==> src/rtl/pipe_ctrl_stage.sv <==
// Parametrised pipeline register for control bundles: stall, flush, bubble masking, occupancy.
// Define PIPE_CTRL_PERF_EN to add the stall/bubble performance counters.
module pipe_ctrl_stage #(
  parameter int              WIDTH     = 2,
  parameter int              DEPTH     = 1,
  parameter logic [WIDTH-1:0] NOP_VALUE = '0
) (
  input  logic             clk,
  input  logic             reset,
  input  logic             stall_i,
  input  logic             flush_i,
  input  logic             valid_i,
  input  logic [WIDTH-1:0] ctrl_i,
  output logic [WIDTH-1:0] ctrl_o,
  output logic             valid_o,
  output logic [2:0]       occ_o,
`ifdef PIPE_CTRL_PERF_EN
  output logic [31:0]      stall_cnt_o,
  output logic [31:0]      bubble_cnt_o,
`endif
  output logic             busy_o
);

  generate
    if (WIDTH < 1 || WIDTH > 32 || DEPTH < 1 || DEPTH > 4) begin : g_bad_params
      $error("pipe_ctrl_stage: WIDTH must be 1..32 and DEPTH must be 1..4");
    end
  endgenerate

  logic [DEPTH-1:0] r_valid;
  logic [WIDTH-1:0] r_ctrl [DEPTH];
  logic [2:0]       r_occ;

  logic             w_shift;
  logic             w_in_valid;
  logic [WIDTH-1:0] w_in_ctrl;
  logic [2:0]       w_occ_inc;
  logic [2:0]       w_occ_dec;

  assign w_shift    = !flush_i && !stall_i;
  // Invalid inputs are replaced by the NOP bundle so stray write enables never travel.
  assign w_in_valid = valid_i;
  assign w_in_ctrl  = valid_i ? ctrl_i : NOP_VALUE;
  assign w_occ_inc  = {2'b00, valid_i};
  assign w_occ_dec  = {2'b00, r_valid[DEPTH-1]};

  // NOTE: every slot of the array is reset, because a stale bundle could carry an
  // asserted write enable into the datapath right after reset is released.
  always_ff @(posedge clk or negedge reset) begin
    if (!reset) begin
      r_valid <= '0;
      r_occ   <= '0;
      for (int k = 0; k < DEPTH; k++) begin
        r_ctrl[k] <= NOP_VALUE;
      end
    end else if (flush_i) begin
      r_valid <= '0;
      r_occ   <= '0;
      for (int k = 0; k < DEPTH; k++) begin
        r_ctrl[k] <= NOP_VALUE;
      end
    end else if (w_shift) begin
      // NOTE: non-blocking assignments let each slot read its neighbour's old value,
      // so the loop order does not matter.
      for (int k = 1; k < DEPTH; k++) begin
        r_valid[k] <= r_valid[k-1];
        r_ctrl[k]  <= r_ctrl[k-1];
      end
      r_valid[0] <= w_in_valid;
      r_ctrl[0]  <= w_in_ctrl;
      r_occ      <= r_occ + w_occ_inc - w_occ_dec;
    end
  end

  assign ctrl_o  = r_ctrl[DEPTH-1];
  assign valid_o = r_valid[DEPTH-1];
  assign occ_o   = r_occ;
  assign busy_o  = (r_occ != 3'd0);

`ifdef PIPE_CTRL_PERF_EN
  logic [31:0] r_stall_cnt;
  logic [31:0] r_bubble_cnt;
  logic        w_stall_evt;
  logic        w_bubble_evt;

  assign w_stall_evt  = stall_i && !flush_i;
  assign w_bubble_evt = flush_i || (w_shift && !valid_i);

  // Both counters wrap naturally at 2^32.
  always_ff @(posedge clk or negedge reset) begin
    if (!reset) begin
      r_stall_cnt  <= '0;
      r_bubble_cnt <= '0;
    end else begin
      if (w_stall_evt)  r_stall_cnt  <= r_stall_cnt + 32'd1;
      if (w_bubble_evt) r_bubble_cnt <= r_bubble_cnt + 32'd1;
    end
  end

  assign stall_cnt_o  = r_stall_cnt;
  assign bubble_cnt_o = r_bubble_cnt;
`endif

endmodule

==> config.mk <==
export PLATFORM = sky130hd
export DESIGN_NAME = pipe_ctrl_stage
export DESIGN_NICKNAME = d
export VERILOG_FILES = /design/src/rtl/pipe_ctrl_stage.sv
export SDC_FILE = /design/constraint.sdc
export NUM_CORES = 1
export LEC_CHECK = 0
export ABC_CLOCK_PERIOD_IN_PS = 1800
export CAP_MARGIN = 20
export CORE_AREA = 2 2 39 41
export CTS_CLUSTER_DIAMETER = 60
export DETAILED_ROUTE_END_ITERATION = 10
export DIE_AREA = 0 0 41 43
export GPL_ROUTABILITY_DRIVEN = 1
export PLACE_DENSITY = 0.55
export SYNTH_ARGS = -nofsm -noshare
export SYNTH_HDL_FRONTEND = slang
export SYNTH_SLANG_ARGS = --single-unit
==> constraint.sdc <==
create_clock -name clk -period 1.8 [get_ports clk]
set_clock_uncertainty 0.15 [all_clocks]
set_input_delay 0.18 -clock clk [delete_from_list [all_inputs] [get_ports clk]]
set_output_delay 0.18 -clock clk [all_outputs]
set_load 0.02 [all_outputs]
Yosys cells after proc, flatten, opt, wreduce, memory -nomap -nowiden. Cells that the tools add are included.

Add/subtract/negate cells: 2. Multiplexer cells: 7. Reductions and logical operators: 5.

Operators by type and width (count): two-way mux 2 bit (3); two-way mux 3 bit (2); adder 3 x 1 -> 3 bit (1); nonzero test 3 bit (1); subtractor 3 x 1 -> 3 bit (1); zero test 1 bit (2); two-way mux 1 bit (2); nonzero test 2 bit (1); logical AND 1 bit (1).

Flip-flop bits (word level): 6. Output and inout bits: 7. Word-level logic and storage cells: 17.

Logic depth before layout (Yosys ltp). Gate-level depths: netlist of the first run.

Depth in word-level cells: 4. Gate-level depth with buffers: 9. Depth with buffers taken out: 9.

Least setup slack after synthesis of the first run. No wires, ideal clock.

Path kind: register to register. Start: register r_occ[0], in the netlist occ_o[0]. End: register r_occ[2], in the netlist occ_o[2]. Library setup time: 0.077 ns. Data arrival time: 1.919 ns. Data required time: 1.573 ns. Slack: -0.346 ns. Stages on the path, launching flop included: 10. Buffers on the path: 0. Clock period less this slack: 2.146 ns. Path through: dfrtp_1 inv_1 ha_1 inv_1 ha_1 inv_1 fa_1 xnor2_1 or3_1 a21oi_1.

Cells in the longest elaborated chain, start to end: 4.

RTL lines: from (decl) (RTL line 32) `logic [2:0] r_occ;`; from (signal assigned) (RTL line 71) `r_occ <= r_occ + w_occ_inc - w_occ_dec;`; adder 3 x 1 -> 3 bit (RTL line 71); subtractor 3 x 1 -> 3 bit (RTL line 71); two-way mux 3 bit (RTL line 62) `end else if (w_shift) begin`; two-way mux 3 bit (RTL line 56) `end else if (flush_i) begin`.

Every way passes these cells. The select of a mux whose other input is x is not followed. A chain may end at the register's enable or synchronous reset.

Final worst setup path of the first run. Same ends and word-level chain as after synthesis.

==> results by stage, run 1 <==
Synth:
- The distinct cell type count of the synthesized netlist is 16.
- In the synthesized netlist the dominant register cell turns out to be dfrtp_1.
- The share of the Yosys chip area taken by registers is 0.4800.
- By count the netlist is led by dfrtp_1, nor2_1, a21oi_1, inv_1, ha_1.
- The post-synthesis cell type with the largest combined area is dfrtp_1.
- The synthesized design contains 0 enable-type register cells.
- The cell area that synthesis handed to floorplanning was 312.8 um2.
- In the synthesized netlist the async set-or-reset flop fraction comes to 1.000.
- By area the synthesized netlist is led by dfrtp_1, ha_1, a21oi_1.
- The mean instance size in the synthesized netlist is 10.09 um2.
- Synthesis inferred 6 register bits.
- The number of standard cells after synthesis is 31.
- The fraction of synthesized cell area taken by the top area cell type is 0.4800.
- The yosys synthesis warning count is 0.
- Yosys instantiated no cell more often than dfrtp_1.
- The number of nets produced by synthesis is 41.

Routing:
- For this block, the initial DRC count from the detailed router was 3.
- The mean number of vias per cell is about 4.3.
- The detailed-route DRC error count is 0.
- The first-pass iteration count of the detailed router is 2.
- Summed over all layers, the routed wires come to 725 um.
- The number of nets with antenna violations after detailed routing is 0.
- The via total after detailed routing is about 280.
- The routed length per instance is 10.98 um.

Clocking:
- The root buffer cell chosen for the clock tree is clkbuf_4.
- The number of buffers inserted during clock tree synthesis is 3.
- TritonCTS built the clock tree.
- The count of clock tree sinks is 6.
- The clock insertion delay at the later pin of the skew report is between 0.2 and 0.25 ns.
- The number of buffers inserted by hold repair at cts is 0.
- The H-tree level count is 1.
- In this run the post-CTS setup repair buffer count came out at 0.
- After clock tree synthesis, the clock-pin slew on the worst setup and hold paths is about 0.040 ns.
- No sink is reached through more buffers than the 2 on the longest clock path.

Timing:
- In the post-route analysis, the smallest setup slack over all paths is -0.2328 ns.
- The number of hold-slack violations in the final timing report is 0.
- Setup repair after global routing could not meet its margin everywhere.
- The aggregate negative setup slack is -0.3010 ns.
- Counting I/O delays and the setup requirement, the final critical path takes 2.033 ns.
- Headroom to the max-slew limit came out at 0.8223.
- Derived from the worst setup path, the maximum achievable clock frequency is between 400 and 500 MHz.
- At the pin with the least slew margin, the transition time is 0.2657 ns.
- The post-route clock period utilization is 1.129.
- The final count of pins violating max slew is 0.
- Setup violations remaining at the end of the flow were counted as 2.

Global route:
- The maximum number of pins on one net before global-route repair is 9.
- The via count of the first global-routing pass is 299.
- The global-route usage over all layers is 0.1098.
- The number of antenna violations at the first check in global routing is 0.
- The first global-routing pass estimated roughly 1300 um of wire.
- After global routing the overflow that remains totals 0.

Floorplan:
- The standard-cell row count is 14.
- For this configuration, the core starts out at a cell density of 0.2260.
- The overall die area is 1763 um2.
- Measured along the x axis, the die boundary spans between 40 and 50 um.
- The boundary pin count is 14.
- The area of the core is 1384 um2.
- The die is 43 um tall.

Placed design:
- The routability-driven placement congestion ratio is approximately 0.64.
- The post-detailed-placement half-perimeter wirelength is 547.9 um.
- The number of cells in the design after placement is 63.
- Port buffering added 13 buffers.

Critical path:
- In this run the worst path has a maximum fanout of 2.
- The worst setup path is captured at a flop.
- The critical path is of the reg -> reg type.
- The cell depth of the worst flop-to-flop path is 9.
- At the worst endpoint, the required time is 1.81 ns.
- The launching element type of the critical path is a flop.
- Data arrives at the worst endpoint at 2.04 ns.

Job:
- The tool flagged a number of max-cap violations equal to 0.

Cells and area:
- The antenna diode count is 0.
- The fraction of layout instances using a drive strength above 1 is 0.4000.
- At the end of the flow, the number of nets in the layout was 62.
- The synthesis-to-finish area growth is 75.60%.
- The final instance count without filler cells is 66.

Power and ir drop:
- For this design the static power due to leakage is ~0.23 nW.
- The overall power of the completed layout is roughly 0.42 mW.
- Across the VDD grid, the largest voltage drop is 0.2952 mV.
- Dividing total power by cell area gives a power density of 771.1 nW/um2.

Min path:
- The class of the worst hold path is in -> async.

Outcome:
- The final reports fail on negative setup slack.
- The flow ran to the end, but the final reports show violations.
[metrics by stage]
| step | util | worst slack (ns) | hold WS (ns) | area (um2) |
|---|---|---|---|---|
| global route | 0.3969 | -0.3198 | 0.05111 | 549.3 |
| finish | 0.3969 | -0.2328 | 0.03125 | 549.3 |
| global placement | 0.3562 | -0.2421 | 0.2828 | 493.0 |
| detailed placement | 0.3562 | -0.2465 | 0.2894 | 493.0 |
| floorplan | - | -0.2356 | -0.2656 | 317.8 |
| CTS | 0.3924 | -0.2394 | 0.02994 | 543.0 |
[state kept, by name, indices dropped and copies added, names as in the netlist]
name,count
valid_o,1
ctrl_o,2
occ_o,3
[what timing repair did]
action | in CTS | in global routing
resized for setup | 10 | 2
pin swaps | 2 | 0
hold endpoints to repair | 0 | 0
setup endpoints to repair | 3 | 2
[critical path, stage by stage, from the launching register on]
cell and delay, ns:
dfrtp_2 0.40, inv_2 0.07, ha_4 0.20, inv_2 0.07
ha_4 0.12, inv_2 0.03, fa_2 0.34, xnor2_2 0.14
or3_1 0.30, a21oi_1 0.13
[cells in the final DEF, fill, tap and decap left out, drive strengths merged, types with 2 or more instances in the layout]
| cell | count |
|---|---|
| or3 | 2 |
| clkdlybuf4s50 | 12 |
| inv | 3 |
| clkbuf | 3 |
| buf | 5 |
| a21oi | 4 |
| ha | 2 |
| dfrtp | 6 |
| nor2 | 5 |
[final timing paths]
kind                                             from                    end  slack [ns]
worst max register to register   occ_o[0]$_DFFE_PN0P_   occ_o[2]$_DFFE_PN0P_       -0.23
max in group asynchronous                       reset    valid_o$_DFFE_PN0P_        1.24
worst min-delay path                            reset  ctrl_o[1]$_DFFE_PN0P_        0.03
worst max-delay path             occ_o[0]$_DFFE_PN0P_   occ_o[2]$_DFFE_PN0P_       -0.23
min in group clk                ctrl_o[0]$_DFFE_PN0P_  ctrl_o[0]$_DFFE_PN0P_        0.38
worst min register to register  ctrl_o[0]$_DFFE_PN0P_  ctrl_o[0]$_DFFE_PN0P_        0.38
[kinds of logic after synthesis]
kind of cell             synth area share
AND/OR/NAND/NOR                    0.1600
AO/OA/AOI/OAI                      0.1040
flip-flops                         0.4800
buffers and inverters             0.05198
adder cells (fa/ha/maj)            0.1440
XOR/XNOR                          0.02801
multiplexers                      0.03200
[per-layer routing]
layer / up-vias / part of all wire / GRT usage
met5: - / 0 / 0
met4: 0 / 0 / 0.1000
met3: 0 / 0.041 / 0.01571
met2: 7 / 0.52 / 0.1469
met1: 133 / 0.44 / 0.1438
li1: 142 / - / -
[area by class of cell]
class                      instances  area (um2)
sequential                         6       152.6
fill                             147       834.6
multi-input combinational         21       187.7
tap                               16       20.02
inverter                           3       11.26
timing repair buffer              17       155.1
clock buffer                       3       22.52
[report_power, final]
group          switching (mW)  leakage (nW)  internal [mW]
Combinational          0.0718         0.138         0.0794
Sequential            0.00878        0.0782          0.146
Clock                  0.0422        0.0138         0.0750
Power figures use the tool's default switching activity.
==> run 2, diff against run 1 <==
--- a/config.mk
+++ b/config.mk
@@ -5,14 +5,14 @@
 export SDC_FILE = /design/constraint.sdc
 export NUM_CORES = 1
 export LEC_CHECK = 0
-export ABC_CLOCK_PERIOD_IN_PS = 1800
+export ABC_CLOCK_PERIOD_IN_PS = 2500
 export CAP_MARGIN = 20
 export CORE_AREA = 2 2 39 41
 export CTS_CLUSTER_DIAMETER = 60
 export DETAILED_ROUTE_END_ITERATION = 10
 export DIE_AREA = 0 0 41 43
 export GPL_ROUTABILITY_DRIVEN = 1
-export PLACE_DENSITY = 0.55
+export PLACE_DENSITY = 0.53
 export SYNTH_ARGS = -nofsm -noshare
 export SYNTH_HDL_FRONTEND = slang
 export SYNTH_SLANG_ARGS = --single-unit
==> constraint.sdc (replaced) <==
create_clock -name clk -period 2.5 [get_ports clk]
set_clock_uncertainty 0.15 [all_clocks]
set_input_delay 0.25 -clock clk [delete_from_list [all_inputs] [get_ports clk]]
set_output_delay 0.25 -clock clk [all_outputs]
set_load 0.02 [all_outputs]
==> results by stage, run 2 (same netlist as run 1, synthesis figures left out) <==
Floorplan:
- The overall die width is 41 um (unchanged).
- The initial core utilization is 0.2260 (unchanged).
- The area of the core is 1384 um2 (unchanged).
- The die extent in y was 43 um (unchanged).
- The boundary pin count was 14 (unchanged).
- The standard-cell row count came to 14 (unchanged).
- The overall die area is 1763 um2 (unchanged).

Global route:
- The global-route usage over all layers came to 0.09838 (-0.01138).
- The maximum number of pins on one net before global-route repair came to 11 (+2).
- The number of antenna violations at the first check in global routing is 0 (unchanged).
- The first-pass GRT wire length is 1076 um (-17%).
- The total overflow reported by the global router was 0 (unchanged).
- The via count of the first global-routing pass is 261 (-13%).

Placed design:
- The routability-driven placement congestion ratio is 0.6584 (+2.3%).
- The post-detailed-placement half-perimeter wirelength was 538.7 um (-1.7%).
- The count of buffers from port buffering is 13 (unchanged).

Timing:
- The final count of pins violating max slew is 0 (unchanged).
- The shortest period the worst path allows is 2.120 ns (+0.08693 ns).
- The measured slew at the worst slew-check pin is 0.3098 ns (+0.04407 ns).
- The fmax is 471.7 MHz (-4.1%).
- The number of failing setup endpoints in the final timing report is 0 (-2).
- The headroom to the max-slew limit is 0.7928 (-0.02947).
- The post-route clock period utilization was 0.8479 (-0.2814).
- Setup repair after global routing left no endpoint under its margin.
- The aggregate negative setup slack was 0 ns (+0.3010 ns).
- The number of hold-slack violations in the final timing report was 0 (unchanged).

Cells and area:
- The flip-flop count of the largest register, all copies and words added was 3 (unchanged).
- The antenna diode count is 0 (unchanged).
- The multi-input logic area is 146.4 um2 (-22%).
- The number of fill cells is 146 (-0.68%).
- The sequential cell area in the final layout was 150.1 um2 (-1.6%).
- The fraction of layout instances using a drive strength above 1 was 0.08696 (-0.3130).
- The post-layout utilization of the core is 0.3472 (-0.04973).
- The number of nets in the finished design was 58 (-6.5%).
- The synthesis-to-finish area growth is 53.60%.
- The library cells used most frequently in the layout, excluding fill and tap cells, are clkdlybuf4s50_1, dfrtp_1, nor2_1.
- Leaving out fill and tap cells, the most frequent cell in the layout is clkdlybuf4s50_1.

Critical path:
- The critical path data required time is 2.52 ns (+0.71 ns).
- The cell depth of the worst flop-to-flop path is 9 (unchanged).
- STA classifies the critical path endpoint as a flop.
- The setup slack on the worst flop-to-flop path is 0.38 ns (+0.61 ns).
- In this run the critical register-to-register path is launched from occ_o[0]$_DFFE_PN0P_.
- The peak fanout along the critical path is 4 (+2).
- The launching element type of the critical path is a flop.
- The arrival time of the worst setup path is 2.14 ns (+0.10 ns).
- In this run the critical register-to-register path is captured at occ_o[2]$_DFFE_PN0P_.
- The critical path class is reg -> reg.

Clocking:
- The count of clock tree sinks is 6 (unchanged).
- The clock-pin transition on the worst setup and hold timing paths is 0.05 ns (about the same).
- The buffers inserted during post-CTS setup optimization was 0 (unchanged).
- The number of buffers inserted during clock tree synthesis is 3 (unchanged).
- The cell chosen for the clock root is clkbuf_4.
- The post-cts sizing count is 0 (-10).
- The number of buffers inserted by hold repair at cts came to 0 (unchanged).
- The TritonCTS clock tree is yes.
- The clock insertion delay at the later pin of the skew report is 0.25 ns (about the same).
- The H-tree level count is 1 (unchanged).
- The deepest clock path buffer count came to 2 (unchanged).

Power and ir drop:
- The leakage power is 0.2113 nW (-8.1%).
- The highest ir drop seen on vdd is 0.1907 mV (-35%).
- The power per cell area was 598.5 nW/um2 (-22%).

Min path:
- The class of the worst hold path is in -> async.

Routing:
- The first-pass iteration count of the detailed router is 3 (+1).
- The mean number of vias per cell is 4.323 (+1.2%).
- The detailed-route DRC error count came to 0 (unchanged).
- The routed length per instance is 10.76 um (-2.1%).
- The number of violations reported at the end of detailed-routing iteration 0 was 4 (+1).
- The number of nets with antenna violations after detailed routing was 0 (unchanged).
- The sum of routed wire length over all layers is 667 um (-8.0%).
- The via total after detailed routing is 268 (-5.0%).

Job:
- The max-cap check violation count is 0 (unchanged).

Outcome:
- The flow ran to the end, and the final reports show no timing, DRC or antenna violations.
==> run 2: report_power, final <==
part           total [mW]  switching [mW]  internal (mW)  leakage [nW]
combinational      0.0856          0.0403         0.0452         0.116
sequential          0.112         0.00734          0.105        0.0811
clock              0.0898          0.0355         0.0543        0.0138
==> run 2: metal layers <==
metal  routed length, um  global-route usage
met5                   0                   0
met4                  44              0.1200
met3                  39             0.03141
met2                 265              0.1125
met1                 317              0.1229
==> run 2: worst max path at each step <==
stage	cells past startpoint	to	slack [ns]	startpoint
after CTS	9	occ_o[2]$_DFFE_PN0P_	0.35	occ_o[0]$_DFFE_PN0P_
after detailed placement	7	occ_o[2]$_DFFE_PN0P_	0.35	valid_i
after global routing	9	occ_o[2]$_DFFE_PN0P_	0.25	occ_o[0]$_DFFE_PN0P_
final	9	occ_o[2]$_DFFE_PN0P_	0.38	occ_o[0]$_DFFE_PN0P_
after floorplan	9	occ_o[2]$_DFFE_PN0P_	0.35	occ_o[0]$_DFFE_PN0P_
after global placement	7	occ_o[2]$_DFFE_PN0P_	0.36	valid_i
==> run 2: layout make-up <==
class,count,share of cell area
repair buffers,13,0.2708
flip-flops and latches,6,0.3125
clock buffers,3,0.04687
inverters,3,0.02344
well taps,16,0.04167
multi-input cells,21,0.3047
==> run 2: worst max-delay path, stage by stage, from the launching register on <==
cell     delay, ns
dfrtp_1       0.37
inv_1         0.06
ha_1          0.26
inv_1         0.06
ha_1          0.13
inv_1         0.05
fa_1          0.37
xnor2_1       0.14
or3_1         0.31
a21oi_1       0.15
==> run 2: metrics by stage <==
stage / cells / hold WS [ns] / power [mW] / cell area [um2] / setup slack (ns)
global placement: 59 / 0.3594 / 0.2000 / 457.9 / 0.3573
floorplan: 31 / -0.1956 / 0.1586 / 312.8 / 0.3535
CTS: 62 / 0.09488 / 0.2914 / 480.5 / 0.3523
detailed placement: 59 / 0.3574 / 0.2003 / 457.9 / 0.3526
finish: 62 / 0.09077 / 0.2875 / 480.5 / 0.3802
global route: 62 / 0.1100 / 0.3069 / 480.5 / 0.2504
